### src/rtl/stack_cmd_pkg.sv
// Shared encodings for the stack command front-end: op codes, response
// error codes, the controller FSM state type and the command screening rule.
package stack_cmd_pkg;

    localparam logic [1:0] OP_NOP  = 2'b00;
    localparam logic [1:0] OP_PUSH = 2'b01;
    localparam logic [1:0] OP_POP  = 2'b10;
    localparam logic [1:0] OP_ILL  = 2'b11;

    localparam logic [1:0] ERR_OK  = 2'b00;
    localparam logic [1:0] ERR_OVF = 2'b01;
    localparam logic [1:0] ERR_UNF = 2'b10;
    localparam logic [1:0] ERR_ILL = 2'b11;

    typedef enum logic [1:0] {
        IDLE = 2'b00,
        EXEC = 2'b01,
        WAIT = 2'b10,
        RSP  = 2'b11
    } state_t;

    // Error code for an op given the stack flags sampled in EXEC.
    function automatic logic [1:0] screen_op(input logic [1:0] op,
                                             input logic       full,
                                             input logic       empty);
        logic [1:0] err;
        case (op)
            OP_NOP:  err = ERR_OK;
            OP_PUSH: err = full  ? ERR_OVF : ERR_OK;
            OP_POP:  err = empty ? ERR_UNF : ERR_OK;
            default: err = ERR_ILL;
        endcase
        return err;
    endfunction

endpackage

### src/rtl/stack_cmd_occ_cnt.sv
// Occupancy counter tracking the stack fill level from the push/pop strobes.
// Only instantiated when STACK_CMD_CTRL_OCC_EN is defined.
module stack_cmd_occ_cnt #(
    parameter int DEPTH = 8
) (
    input  logic                         clk,
    input  logic                         rst,
    input  logic                         inc,
    input  logic                         dec,
    output logic [$clog2(DEPTH+1)-1:0]   occ
);

    localparam int             OCC_W   = $clog2(DEPTH + 1);
    localparam logic [OCC_W-1:0] OCC_MAX = OCC_W'(DEPTH);

    // Count up on push, down on pop, clamped to 0..DEPTH.
    always_ff @(posedge clk) begin
        if (rst) begin
            occ <= '0;
        end else if (inc && !dec && (occ != OCC_MAX)) begin
            occ <= occ + 1'b1;
        end else if (dec && !inc && (occ != '0)) begin
            occ <= occ - 1'b1;
        end
    end

endmodule

### src/rtl/stack_cmd_ctrl.sv
// Command front-end for the LIFO stack: accepts PUSH/POP/NOP commands,
// screens them against the stack flags, strobes the stack and returns one
// response per command with a fixed 3-cycle latency.
// Optional feature macro: STACK_CMD_CTRL_OCC_EN adds the occ port and counter.
module stack_cmd_ctrl
    import stack_cmd_pkg::*;
#(
    parameter int WIDTH = 8,
    parameter int DEPTH = 8
) (
    input  logic                         clk,
    input  logic                         rst,
    input  logic                         cmd_valid,
    output logic                         cmd_ready,
    input  logic [1:0]                   cmd_op,
    input  logic [WIDTH-1:0]             cmd_data,
    output logic                         rsp_valid,
    input  logic                         rsp_ready,
    output logic [WIDTH-1:0]             rsp_data,
    output logic [1:0]                   rsp_err,
    output logic                         stk_push,
    output logic                         stk_pop,
    output logic [WIDTH-1:0]             stk_din,
    input  logic [WIDTH-1:0]             stk_dout,
    input  logic                         stk_empty,
    input  logic                         stk_full
`ifdef STACK_CMD_CTRL_OCC_EN
    ,
    output logic [$clog2(DEPTH+1)-1:0]   occ
`endif
);

    if (DEPTH < 1) begin : g_depth_chk
        $error("stack_cmd_ctrl: DEPTH must be at least 1");
    end

    state_t           state;
    state_t           state_nxt;
    logic [1:0]       op_q;
    logic [WIDTH-1:0] data_q;
    logic             push_ok_q;
    logic             pop_ok_q;
    logic             accept;
    logic             push_ok;
    logic             pop_ok;
    logic [1:0]       err_eval;

    // Next state and all combinational outputs; strobes and cmd_ready are
    // masked during reset so an abandoned command can never touch the stack.
    always_comb begin
        state_nxt = state;
        cmd_ready = 1'b0;
        rsp_valid = 1'b0;
        stk_push  = 1'b0;
        stk_pop   = 1'b0;
        stk_din   = '0;
        accept    = 1'b0;
        push_ok   = 1'b0;
        pop_ok    = 1'b0;
        err_eval  = ERR_OK;
        case (state)
            IDLE: begin
                cmd_ready = !rst;
                if (cmd_valid && !rst) begin
                    accept    = 1'b1;
                    state_nxt = EXEC;
                end
            end
            EXEC: begin
                err_eval  = screen_op(op_q, stk_full, stk_empty);
                push_ok   = (op_q == OP_PUSH) && !stk_full;
                pop_ok    = (op_q == OP_POP) && !stk_empty;
                stk_push  = push_ok && !rst;
                stk_pop   = pop_ok && !rst;
                stk_din   = (push_ok && !rst) ? data_q : '0;
                state_nxt = WAIT;
            end
            WAIT: begin
                state_nxt = RSP;
            end
            RSP: begin
                rsp_valid = 1'b1;
                if (rsp_ready) begin
                    state_nxt = IDLE;
                end
            end
            default: state_nxt = IDLE;
        endcase
    end

    // FSM state register.
    always_ff @(posedge clk) begin
        if (rst) begin
            state <= IDLE;
        end else begin
            state <= state_nxt;
        end
    end

    // Capture the accepted command; only read back in EXEC/WAIT.
    always_ff @(posedge clk) begin
        if (accept) begin
            op_q   <= cmd_op;
            data_q <= cmd_data;
        end
    end

    // Record the screening outcome in EXEC for use in WAIT and RSP.
    always_ff @(posedge clk) begin
        if (rst) begin
            rsp_err   <= ERR_OK;
            push_ok_q <= 1'b0;
            pop_ok_q  <= 1'b0;
        end else if (state == EXEC) begin
            rsp_err   <= err_eval;
            push_ok_q <= push_ok;
            pop_ok_q  <= pop_ok;
        end
    end

    // Load response data in WAIT, once the stack's registered dout is valid.
    always_ff @(posedge clk) begin
        if (rst) begin
            rsp_data <= '0;
        end else if (state == WAIT) begin
            if (pop_ok_q) begin
                rsp_data <= stk_dout;
            end else if (push_ok_q) begin
                rsp_data <= data_q;
            end else begin
                rsp_data <= '0;
            end
        end
    end

`ifdef STACK_CMD_CTRL_OCC_EN
    stack_cmd_occ_cnt #(
        .DEPTH (DEPTH)
    ) u_occ_cnt (
        .clk (clk),
        .rst (rst),
        .inc (stk_push),
        .dec (stk_pop),
        .occ (occ)
    );
`endif

endmodule

### config.mk
export PLATFORM = sky130hd
export DESIGN_NAME = stack_cmd_ctrl
export DESIGN_NICKNAME = d
export VERILOG_FILES = /design/src/rtl/stack_cmd_pkg.sv /design/src/rtl/stack_cmd_occ_cnt.sv /design/src/rtl/stack_cmd_ctrl.sv
export SDC_FILE = /design/constraint.sdc
export NUM_CORES = 1
export LEC_CHECK = 0
export ABC_AREA = 1
export BUFFER_PORTS_ARGS = -buffer_cell sky130_fd_sc_hd__buf_2
export CAP_MARGIN = 15
export CORE_UTILIZATION = 30
export CTS_CLUSTER_DIAMETER = 100
export DETAILED_ROUTE_END_ITERATION = 10
export GPL_ROUTABILITY_DRIVEN = 0
export SLEW_MARGIN = 5
export SYNTH_ARGS = -nofsm -noshare
export SYNTH_HDL_FRONTEND = slang
export SYNTH_SLANG_ARGS = --single-unit
### constraint.sdc
create_clock -name clk -period 2 [get_ports clk]
set_input_delay 0.4 -clock clk [delete_from_list [all_inputs] [get_ports clk]]
set_output_delay 0.4 -clock clk [all_outputs]
set_load 0.02 [all_outputs]
* Yosys cells after proc, flatten, opt, wreduce, memory -nomap -nowiden
Index checks and enable logic that the tools add are counted.
** Word-level totals
- Register bits :: 24
- Bits in latches :: 0
- RAM bits :: 0
- ROM bits :: 0
- Output and inout bits :: 22
- Memories :: 0
** Cells by class
- Add/sub/neg operators :: 0
- $mul :: 0
- Div/mod/pow operators :: 0
- Order comparisons :: 0
- Eq/ne operators :: 7
- Shift-type cells :: 0
- Multiplexer cells :: 16
- Bitwise gates (word level) :: 0
- Reduce and logical (&&, ||, !) cells :: 11
** Operator list (count)
- 2-to-1 mux 8 bit :: 4
- one-hot mux 2 bit (4 select lines) :: 1
- 2-to-1 mux 1 bit :: 7
- == test 2 bit, second input constant :: 3
- 2-to-1 mux 2 bit :: 3
- one-hot mux 2 bit (3 select lines) :: 1
- logical AND 1 bit :: 5
- == test 2 x 1 -> 1 bit, second input constant :: 2
- zero test 2 bit :: 2
- != test 2 bit, second input constant :: 2
- zero test 1 bit :: 3
- AND reduction 2 bit :: 1

* Depth between registers and ports, before layout
Gate-level depths: netlist of the first run.
- Word-level depth :: 5
- Mapped depth :: 6

* Least setup slack after synthesis of the first run
No wires, ideal clock.
- Path kind :: register to output
- Start point :: reg state[1]
- End point :: out stk_din[0]
- Arrival time :: 1.246 ns
- Required time :: 1.600 ns
- Setup slack :: 0.354 ns
- Stages on the path, launching flop included :: 7
- Cells stage by stage :: dfxtp_1 inv_1 ha_1 inv_2 nor2_2 nand3_2 nor2_1
** Between the ends
- Word-level cells in the longest chain between the ends :: 2
** Ends and longest elaborated chain
- start, declared :: line stack_cmd_ctrl.sv:37 : state_t state;
- start signal, assigned :: line stack_cmd_ctrl.sv:96 : state <= state_nxt;
- == test 2 x 1 -> 1 bit :: line stack_cmd_ctrl.sv:61 : case (state)
- 2-to-1 mux 8 bit :: line stack_cmd_ctrl.sv:61
- end, declared :: line stack_cmd_ctrl.sv:23 : output logic [WIDTH-1:0] stk_din,
Every way passes these cells.

* Worst setup path after layout of the first run
Ends and elaborated chain as after synthesis.

==> results of run 1 <==
report_power, final:
group	total [mW]	leakage (nW)	switching [mW]	internal, mW
clock	0.218	0.0154	0.145	0.0731
combinational	0.603	0.464	0.370	0.233
sequential	0.723	0.208	0.0800	0.643
per-layer routing:
layer | wire (um) | track usage [%] | up-vias
met5 | 0 | 0 | -
met4 | 24 | 3.81 | 0
met3 | 119 | 3.78 | 2
met2 | 1190 | 22.3 | 28
met1 | 1090 | 15.3 | 425
li1 | - | - | 502
Yosys cell counts, drive strengths merged:
master,n,share of area (%)
nand4,1,0.59
nor2,17,6.9
nand3,3,1.9
nand2,22,8.2
a21oi,5,2.3
edfxtp,10,28
a31oi,8,4.7
buf,3,1.9
inv,19,6.7
dfxtp,14,26
o31ai,1,0.71
ha,5,5.9
o21ai,12,5.6
flip-flops by register name, summed over array words and instances (netlist names):
signal and cells:
state 2, op_q 2, pop_ok_q 1, push_ok_q 1, rsp_data 8, rsp_err 2, data_q 8
final cells by class:
type	count	area share, %
Multi-Input combinational cell	75	30.3
Inverter	19	5.02
Sequential cell	24	39.8
Timing Repair Buffer	51	19.2
Tap cell	46	3.91
Clock inverter	1	0.255
Clock buffer	3	1.53
critical path, cell delays in order, from the launching register on:
cell,delay [ns]
dfxtp_4,0.38
inv_4,0.07
ha_4,0.16
inv_2,0.06
nor2_4,0.13
nand3_4,0.12
nor2_1,0.14
buf_4,0.16
cell families (layout without fill, tap and decap cells):
kind of cell               after synthesis  in the layout
AOI/OAI and AO/OA                       26             26
DFF                                     24             24
adders and majority gates                5              5
and+or+nand+nor                         43             44
buffers and inverters                   22             74
repair_timing:
| action | in CTS | in global routing |
|---|---|---|
| pin swaps | 0 | 0 |
| buffers inserted | 0 | 5 |
| endpoints found under the hold margin | 0 | 0 |
| hold buffers | 0 | 0 |
| gates resized for setup | 3 | 16 |
| endpoints found under the setup margin | 9 | 9 |
| cloned | 0 | 1 |
how the worst max path moves through the flow:
| stage | startpoint | endpoint | slack [ns] | cells after the start |
|---|---|---|---|---|
| 2_1_floorplan | state[1]$_SDFFE_PP0P_ | stk_din[0] | 0.35 | 6 |
| 3_3_place_gp | state[1]$_SDFFE_PP0P_ | stk_din[4] | 0.27 | 7 |
| 3_5_place_dp | state[1]$_SDFFE_PP0P_ | stk_din[0] | 0.24 | 7 |
| 4_1_cts | state[1]$_SDFFE_PP0P_ | stk_din[0] | 0.006 | 7 |
| 5_1_grt | state[1]$_SDFFE_PP0P_ | stk_din[0] | -0.02 | 7 |
| 6_report | state[1]$_SDFFE_PP0P_ | stk_din[0] | 0.07 | 7 |
==> results.yml, run 1 <==
synthesis:
  synth_cell_type_count: 19
  syn_area_mm2: 0.00106
  synth-seq-cells: 24
  ys_seq_area_share_pct: 54.5
  avgSynthCellArea_um2: 8.87
  synth-compound-area-share_pct: 13.4
  yosys.area_share.xor_xnor_pct: 0
  synth_fp_nets: 149
  yosys_warnings: 0
  synthCells: 120
  synth_top_family_by_area: "simple AND/OR/NAND/NOR gates"
  synthAdderAreaFrac_pct: 5.88
  synth_simple_gate_area_share_pct: 17.6
  synthMuxAreaShare_pct: 0
power_and_ir_drop:
  p_leak_nw: 0.687
  power_density_mw_per_mm2: 1050
  ir_worst_vdd_mv: 0.510
  power_mw: 1.54
worst_hold_path:
  whs_path_depth: 1
  min-delay-start: "cmd_op[1]"
  min_to: "op_q[1]$_DFFE_PP_"
  hold_class: "in -> reg"
detailed_routing:
  drc: 0
  viasPerCell: 4.37
  drt-total-wl_um: 2430
  wl_per_cell_um: 11.1
  drt-initial-drc-count: 28
  ant_nets: 0
  first_pass_iters: 4
  vias: 957
cts:
  cts_buffers: 3
  clock_path_buffers: 2
  cts_sinks: 24
  htreeDepth: 1
  clk_pin_slew_ns: 0.13
  tritoncts: "yes"
  clock_latency_ns: 0.32
  cts_root_buffer: "clkbuf_4"
critical_path:
  reg2reg_from: "state[0]$_SDFFE_PP0P_"
  path_max_fanout: 6
  cp.arrival_ns: 1.53
  path_class: "reg -> out"
  worstSetupEndpointType: "primary output"
  critPathRequiredTime_ns: 1.60
  reg2reg_slack_ns: 0.64
  start_kind: "flop"
  rr_worst_depth: 4
  r2r-end: "rsp_data[2]$_SDFFE_PP0P_"
finish:
  fin_nets: 203
  area_delta_synth_final_pct: 38.2
  layout_common_cells: "buf_2, nand2_1, inv_1, o21ai_0, dfxtp_1"
  n_antenna_cell: 0
  fillCellCount: 355
  drive_gt1_share_pct: 40.5
  multi_input_area_um2: 445
  layout_commonest_cell: "buf_2"
  utilization_pct: 43.8
  stdcell_count: 219
  stdcell_area_mm2: 0.00147
  register_area_um2: 586
place:
  dp.final_hpwl_um: 1730
  port-buffer-count: 45
  pre_cts_slack_ns: 0.237
  place_area_mm2: 0.00134
  place_inst: 209
sta:
  tns_ns: 0
  period_minus_slack_ns: 1.93
  worst_slack_ns: 0.0714
  finalSetupViolCount: 0
  finalHoldViolations: 0
  whs_ns: 0.251
  finClkSkew_ns: 0.00453
  drv_slew: 0
  max_slew_margin_pct: 66.4
  period_share_pct: 96.4
  rsz0062_at_grt: "true"
  tightest_slew_ns: 0.504
  fmax_mhz: 519
global_routing:
  grt_pass1_vias: 823
  antenna_found_initial: 0
  grt.overflow.total: 0
  grtUsageTotal_pct: 12.8
  grt_max_degree: 18
  grt_pass1_wl_um: 3480
floorplanning:
  core_mm2: 0.00336
  num_io_pins: 46
  fp-row-count: 21
  dieArea_mm2: 0.00379
  fp.dieW_um: 61.6
  die_y_um: 61.6
  start_util_pct: 31.7
job:
  maxCapViolCount: 0
status:
  outcome: "finished, final reports clean"
Note: power is estimated with default switching activity, not from simulation.
==> run 2, diff against run 1 <==
--- a/config.mk
+++ b/config.mk
@@ -8,7 +8,9 @@
 export ABC_AREA = 1
 export BUFFER_PORTS_ARGS = -buffer_cell sky130_fd_sc_hd__buf_2
 export CAP_MARGIN = 15
+export CORE_ASPECT_RATIO = 0.9
 export CORE_UTILIZATION = 30
+export CTS_BUF_LIST = sky130_fd_sc_hd__clkbuf_4 sky130_fd_sc_hd__clkbuf_8
 export CTS_CLUSTER_DIAMETER = 100
 export DETAILED_ROUTE_END_ITERATION = 10
 export GPL_ROUTABILITY_DRIVEN = 0
==> results.yml, run 2 (synthesis results as in run 1) <==
cts:
  clock_path_buffers: 2
  cts_hold_buf: 0
  htreeDepth: 1
  cts_buffers: 3
  clock_latency_ns: 0.26
  cts_root_buffer: "clkbuf_8"
  cts_sinks: 24
  clk_pin_slew_ns: 0.08
  tritoncts: "yes"
sta:
  finalSetupViolCount: 0
  finalHoldViolations: 0
  drv_slew: 0
  tns_ns: 0
  tightest_slew_ns: 0.508
  max_slew_margin_pct: 66.1
  fmax_mhz: 535
  period_minus_slack_ns: 1.87
  finClkSkew_ns: 0.00155
  rsz0062_at_grt: "false"
  period_share_pct: 93.4
  whs_ns: 0.306
worst_hold_path:
  min-delay-start: "cmd_data[6]"
  min_to: "data_q[6]$_DFFE_PP_"
  hold_class: "in -> reg"
  whs_path_depth: 1
detailed_routing:
  vias: 953
  drt-initial-drc-count: 19
  viasPerCell: 4.47
  wl_per_cell_um: 11.3
  drc: 0
  drt-total-wl_um: 2400
  ant_nets: 0
  first_pass_iters: 4
place:
  dp.final_hpwl_um: 1740
  port-buffer-count: 45
critical_path:
  slowest_stage: "dfxtp_1"
  worstSetupEndpointType: "primary output"
  crit_top_cell: "inv_2"
  r2r-end: "rsp_data[2]$_SDFFE_PP0P_"
  timing.critical_path.buf_inv: 3
  max_stage_delay_ns: 0.35
  cp.depth: 7
  path_max_fanout: 7
  path_delay_family: "flip-flops"
  reg2reg_slack_ns: 0.60
  start_kind: "flop"
  path_class: "reg -> out"
  cp.arrival_ns: 1.47
  rr_worst_depth: 4
  critPathRequiredTime_ns: 1.60
  reg2reg_from: "state[0]$_SDFFE_PP0P_"
  path_cells: "inv_2 > ha_4 > inv_2 > nor2_4 > nand3_2 > nor2_1 > buf_2"
global_routing:
  grt-busiest-layer: "met2"
  grt_pass1_vias: 824
  grt_pass1_wl_um: 3670
  grtUsageMet3_pct: 3.68
  grtUsageTotal_pct: 12.9
  grt.overflow.total: 0
  antenna_found_initial: 0
  grt_max_degree: 18
  grt_util_met1_pct: 16.9
  met2_usage_pct: 20.5
floorplanning:
  start_util_pct: 31.5
  fp.dieW_um: 64.8
  core_mm2: 0.00338
  die_y_um: 58.5
  dieArea_mm2: 0.00379
  fp-row-count: 20
  num_io_pins: 46
finish:
  fillCellCount: 368
  area_delta_synth_final_pct: 33.5
  drive_gt1_share_pct: 36.1
  layout_common_cells: "buf_2, nand2_1, inv_1, nor2_1, dfxtp_1"
  largestRegisters: "data_q: 8 flops, rsp_data: 8 flops"
  n_antenna_cell: 0
  layout_commonest_cell: "buf_2"
  fin_nets: 199
power_and_ir_drop:
  power_density_mw_per_mm2: 1100
  p_leak_nw: 0.676
  ir_worst_vdd_mv: 0.397
job:
  maxCapViolCount: 0
status:
  outcome: "finished, final reports clean"
[run 2: cell count changes in the layout (fill, tap and decap cells not counted)]
cell | previous run | this run
nor2_1 | 11 | 15
nor2_2 | 4 | 0
clkbuf_4 | 3 | 0
buf_4 | 11 | 2
buf_2 | 40 | 45
inv_2 | 2 | 3
nand3_4 | 2 | 1
nand3_2 | 0 | 1
inv_4 | 1 | 0
clkbuf_8 | 0 | 3
dfxtp_4 | 1 | 0
dfxtp_1 | 12 | 13
[run 2: metal layers]
layer | vias up | part of all wire [%]
li1 | 495 | -
met1 | 425 | 47
met2 | 31 | 47
met3 | 2 | 5.1
met4 | 0 | 0.71
met5 | - | 0
[run 2: through the flow]
stage	utilization (%)	setup WS (ns)	std cells	cell area (um2)	total power [mW]
2_1_floorplan	-	0.354	120	1060	1.08
3_3_place_gp	39.4	0.270	207	1330	1.23
3_5_place_dp	39.4	0.216	207	1330	1.25
4_1_cts	41.1	0.00836	211	1390	1.55
5_1_grt	42.1	0.00589	213	1420	1.66
6_report	42.1	0.132	213	1420	1.56
[run 2: repair_timing]
action / in CTS / in global routing
setup buffers: 0 / 1
gates cloned: 0 / 1
resized for setup: 2 / 4
endpoints found under the setup margin: 9 / 9
[run 2: how the worst max path moves through the flow]
stage / slack [ns] / from / end
after floorplan: 0.35 / state[1]$_SDFFE_PP0P_ / stk_din[0]
after global placement: 0.27 / state[1]$_SDFFE_PP0P_ / stk_din[0]
after detailed placement: 0.22 / state[1]$_SDFFE_PP0P_ / stk_din[4]
after CTS: 0.008 / state[1]$_SDFFE_PP0P_ / stk_din[4]
after global routing: 0.006 / state[1]$_SDFFE_PP0P_ / stk_din[6]
final: 0.13 / state[1]$_SDFFE_PP0P_ / stk_din[2]
[run 2: layout make-up]
type	count	area (um2)	area share, %
flip-flops and latches	24	582	40.9
multi-input cells	75	428	30.1
repair buffers	47	240	16.9
inverters	19	71.3	5.02
well taps	44	55.1	3.87
clock buffers	3	41.3	2.90
clock inverters	1	3.75	0.264
[run 2: worst register-to-register path, delay by kind of cell (launching register included)]
family | cells | cell delay [ns]
flip-flops | 1 | 0.36
adder cells (fa/ha/maj) | 1 | 0.49
buffers and inverters | 1 | 0.11
AO/OA/AOI/OAI | 2 | 0.36
[run 2: power by group]
part           internal, mW  switching, mW
logic                 0.201          0.353
registers             0.639         0.0783
clock network         0.137          0.148
==> run 3, diff against run 2 <==
--- a/config.mk
+++ b/config.mk
@@ -9,11 +9,12 @@
 export BUFFER_PORTS_ARGS = -buffer_cell sky130_fd_sc_hd__buf_2
 export CAP_MARGIN = 15
 export CORE_ASPECT_RATIO = 0.9
-export CORE_UTILIZATION = 30
+export CORE_UTILIZATION = 48
 export CTS_BUF_LIST = sky130_fd_sc_hd__clkbuf_4 sky130_fd_sc_hd__clkbuf_8
 export CTS_CLUSTER_DIAMETER = 100
 export DETAILED_ROUTE_END_ITERATION = 10
 export GPL_ROUTABILITY_DRIVEN = 0
+export PLACE_DENSITY = 0.81
 export SLEW_MARGIN = 5
 export SYNTH_ARGS = -nofsm -noshare
 export SYNTH_HDL_FRONTEND = slang
==> results.yml, run 3 (synthesis results as in run 1) <==
status:
  outcome: "finished, final reports clean"
power_and_ir_drop:
  p_leak_nw: 0.667
  ir_worst_vdd_mv: 0.605
  power_density_mw_per_mm2: 1060
  power_mw: 1.49
critical_path:
  r2r-end: "rsp_data[5]$_SDFFE_PP0P_"
  reg2reg_from: "state[0]$_SDFFE_PP0P_"
  worstSetupEndpointType: "primary output"
  crit_end: "stk_din[2]"
  timing.critical_path.buf_inv: 3
  reg2reg_slack_ns: 0.62
  cp.depth: 7
  worstSetupStartpoint: "state[1]$_SDFFE_PP0P_"
  path_delay_family: "flip-flops"
  critPathRequiredTime_ns: 1.60
  max_stage_delay_ns: 0.36
  path_cells: "inv_2 > ha_4 > inv_2 > nor2_4 > nand3_4 > nor2_1 > buf_2"
  path_max_fanout: 7
  path_class: "reg -> out"
  rr_worst_depth: 4
  slowest_stage: "dfxtp_2"
  crit_top_cell: "inv_2"
  start_kind: "flop"
  cp.arrival_ns: 1.52
place:
  pre_cts_slack_ns: 0.211
  place_area_mm2: 0.00131
  dp.final_hpwl_um: 1680
  port-buffer-count: 45
detailed_routing:
  wl_per_cell_um: 12.1
  ant_nets: 0
  vias: 967
  drc: 0
  drt-initial-drc-count: 18
  viasPerCell: 4.98
  first_pass_iters: 4
  drt-total-wl_um: 2350
global_routing:
  grt_pass1_wl_um: 3330
  antenna_found_initial: 0
  grt_max_degree: 18
  grtUsageTotal_pct: 19.2
  grt_pass1_vias: 803
  grt.overflow.total: 0
sta:
  finalHoldViolations: 0
  tightest_slew_ns: 0.479
  max_slew_margin_pct: 68.1
  worst_slack_ns: 0.0757
  rsz0062_at_grt: "true"
  drv_slew: 0
  tns_ns: 0
  period_minus_slack_ns: 1.92
  period_share_pct: 96.2
  finalSetupViolCount: 0
  fmax_mhz: 520
  finClkSkew_ns: 0.00279
cts:
  htreeDepth: 1
  cts_root_buffer: "clkbuf_4"
  tritoncts: "yes"
  clk_pin_slew_ns: 0.13
  clock_latency_ns: 0.31
  cts_buffers: 3
  cts_sinks: 24
  clock_path_buffers: 2
finish:
  n_antenna_cell: 0
  stdcell_area_mm2: 0.00140
  fin_nets: 199
  utilization_pct: 69.7
  largestRegisters: "data_q: 8 flops, rsp_data: 8 flops"
  drive_gt1_share_pct: 37.9
  area_delta_synth_final_pct: 31.5
  layout_commonest_cell: "buf_2"
  layout_common_cells: "buf_2, nand2_1, inv_1, nor2_1"
floorplanning:
  num_io_pins: 46
  core_mm2: 0.00201
  die_y_um: 46.7
  fp.dieW_um: 51.6
  dieArea_mm2: 0.00241
  start_util_pct: 53.0
  fp-row-count: 15
job:
  maxCapViolCount: 0
worst_hold_path:
  hold_class: "in -> reg"
## run 3: repair_timing
item,4_1_cts,5_1_grt
hold buffers,0,0
gates resized for setup,5,8
setup endpoints to repair,9,8
buffers inserted,0,1
cloned,0,1
## run 3: area by class of cell
class,instances,area (um2)
well taps,25,31.3
clock buffers,3,22.5
multi-input cells,75,440
inverters,19,71.3
repair buffers,47,248
flip-flops and latches,24,583
fillers,144,608
clock inverters,1,3.75
## run 3: worst min path at each step
stage          cells past startpoint                    start                 endpoint
6_report                           1              cmd_data[7]      data_q[7]$_DFFE_PP_
3_5_place_dp                       2  rsp_err[1]$_SDFFE_PP0P_  rsp_err[1]$_SDFFE_PP0P_
2_1_floorplan                      1                      rst    pop_ok_q$_SDFFE_PP0P_
3_3_place_gp                       2  rsp_err[0]$_SDFFE_PP0P_  rsp_err[0]$_SDFFE_PP0P_
4_1_cts                            1              cmd_data[7]      data_q[7]$_DFFE_PP_
5_1_grt                            1              cmd_data[7]      data_q[7]$_DFFE_PP_
## run 3: stage by stage
| step | hold WS [ns] | instances |
|---|---|---|
| final | 0.257 | 194 |
| after floorplan | 0.469 | 120 |
| after global placement | 0.508 | 188 |
| after detailed placement | 0.510 | 188 |
| after CTS | 0.256 | 192 |
| after global routing | 0.242 | 194 |
## run 3: report_power, final
part	leakage [nW]	internal, mW	total, mW	switching [mW]
registers	0.207	0.640	0.722	0.0819
clock network	0.0154	0.0728	0.210	0.137
logic	0.444	0.203	0.558	0.356
## run 3: metal layers
metal / wire length [um] / vias up / track usage (%)
li1: - / 494 / -
met1: 1060 / 442 / 24.9
met2: 1160 / 29 / 32.2
met3: 99 / 2 / 3.96
met4: 17 / 0 / 6.49
met5: 0 / - / 0
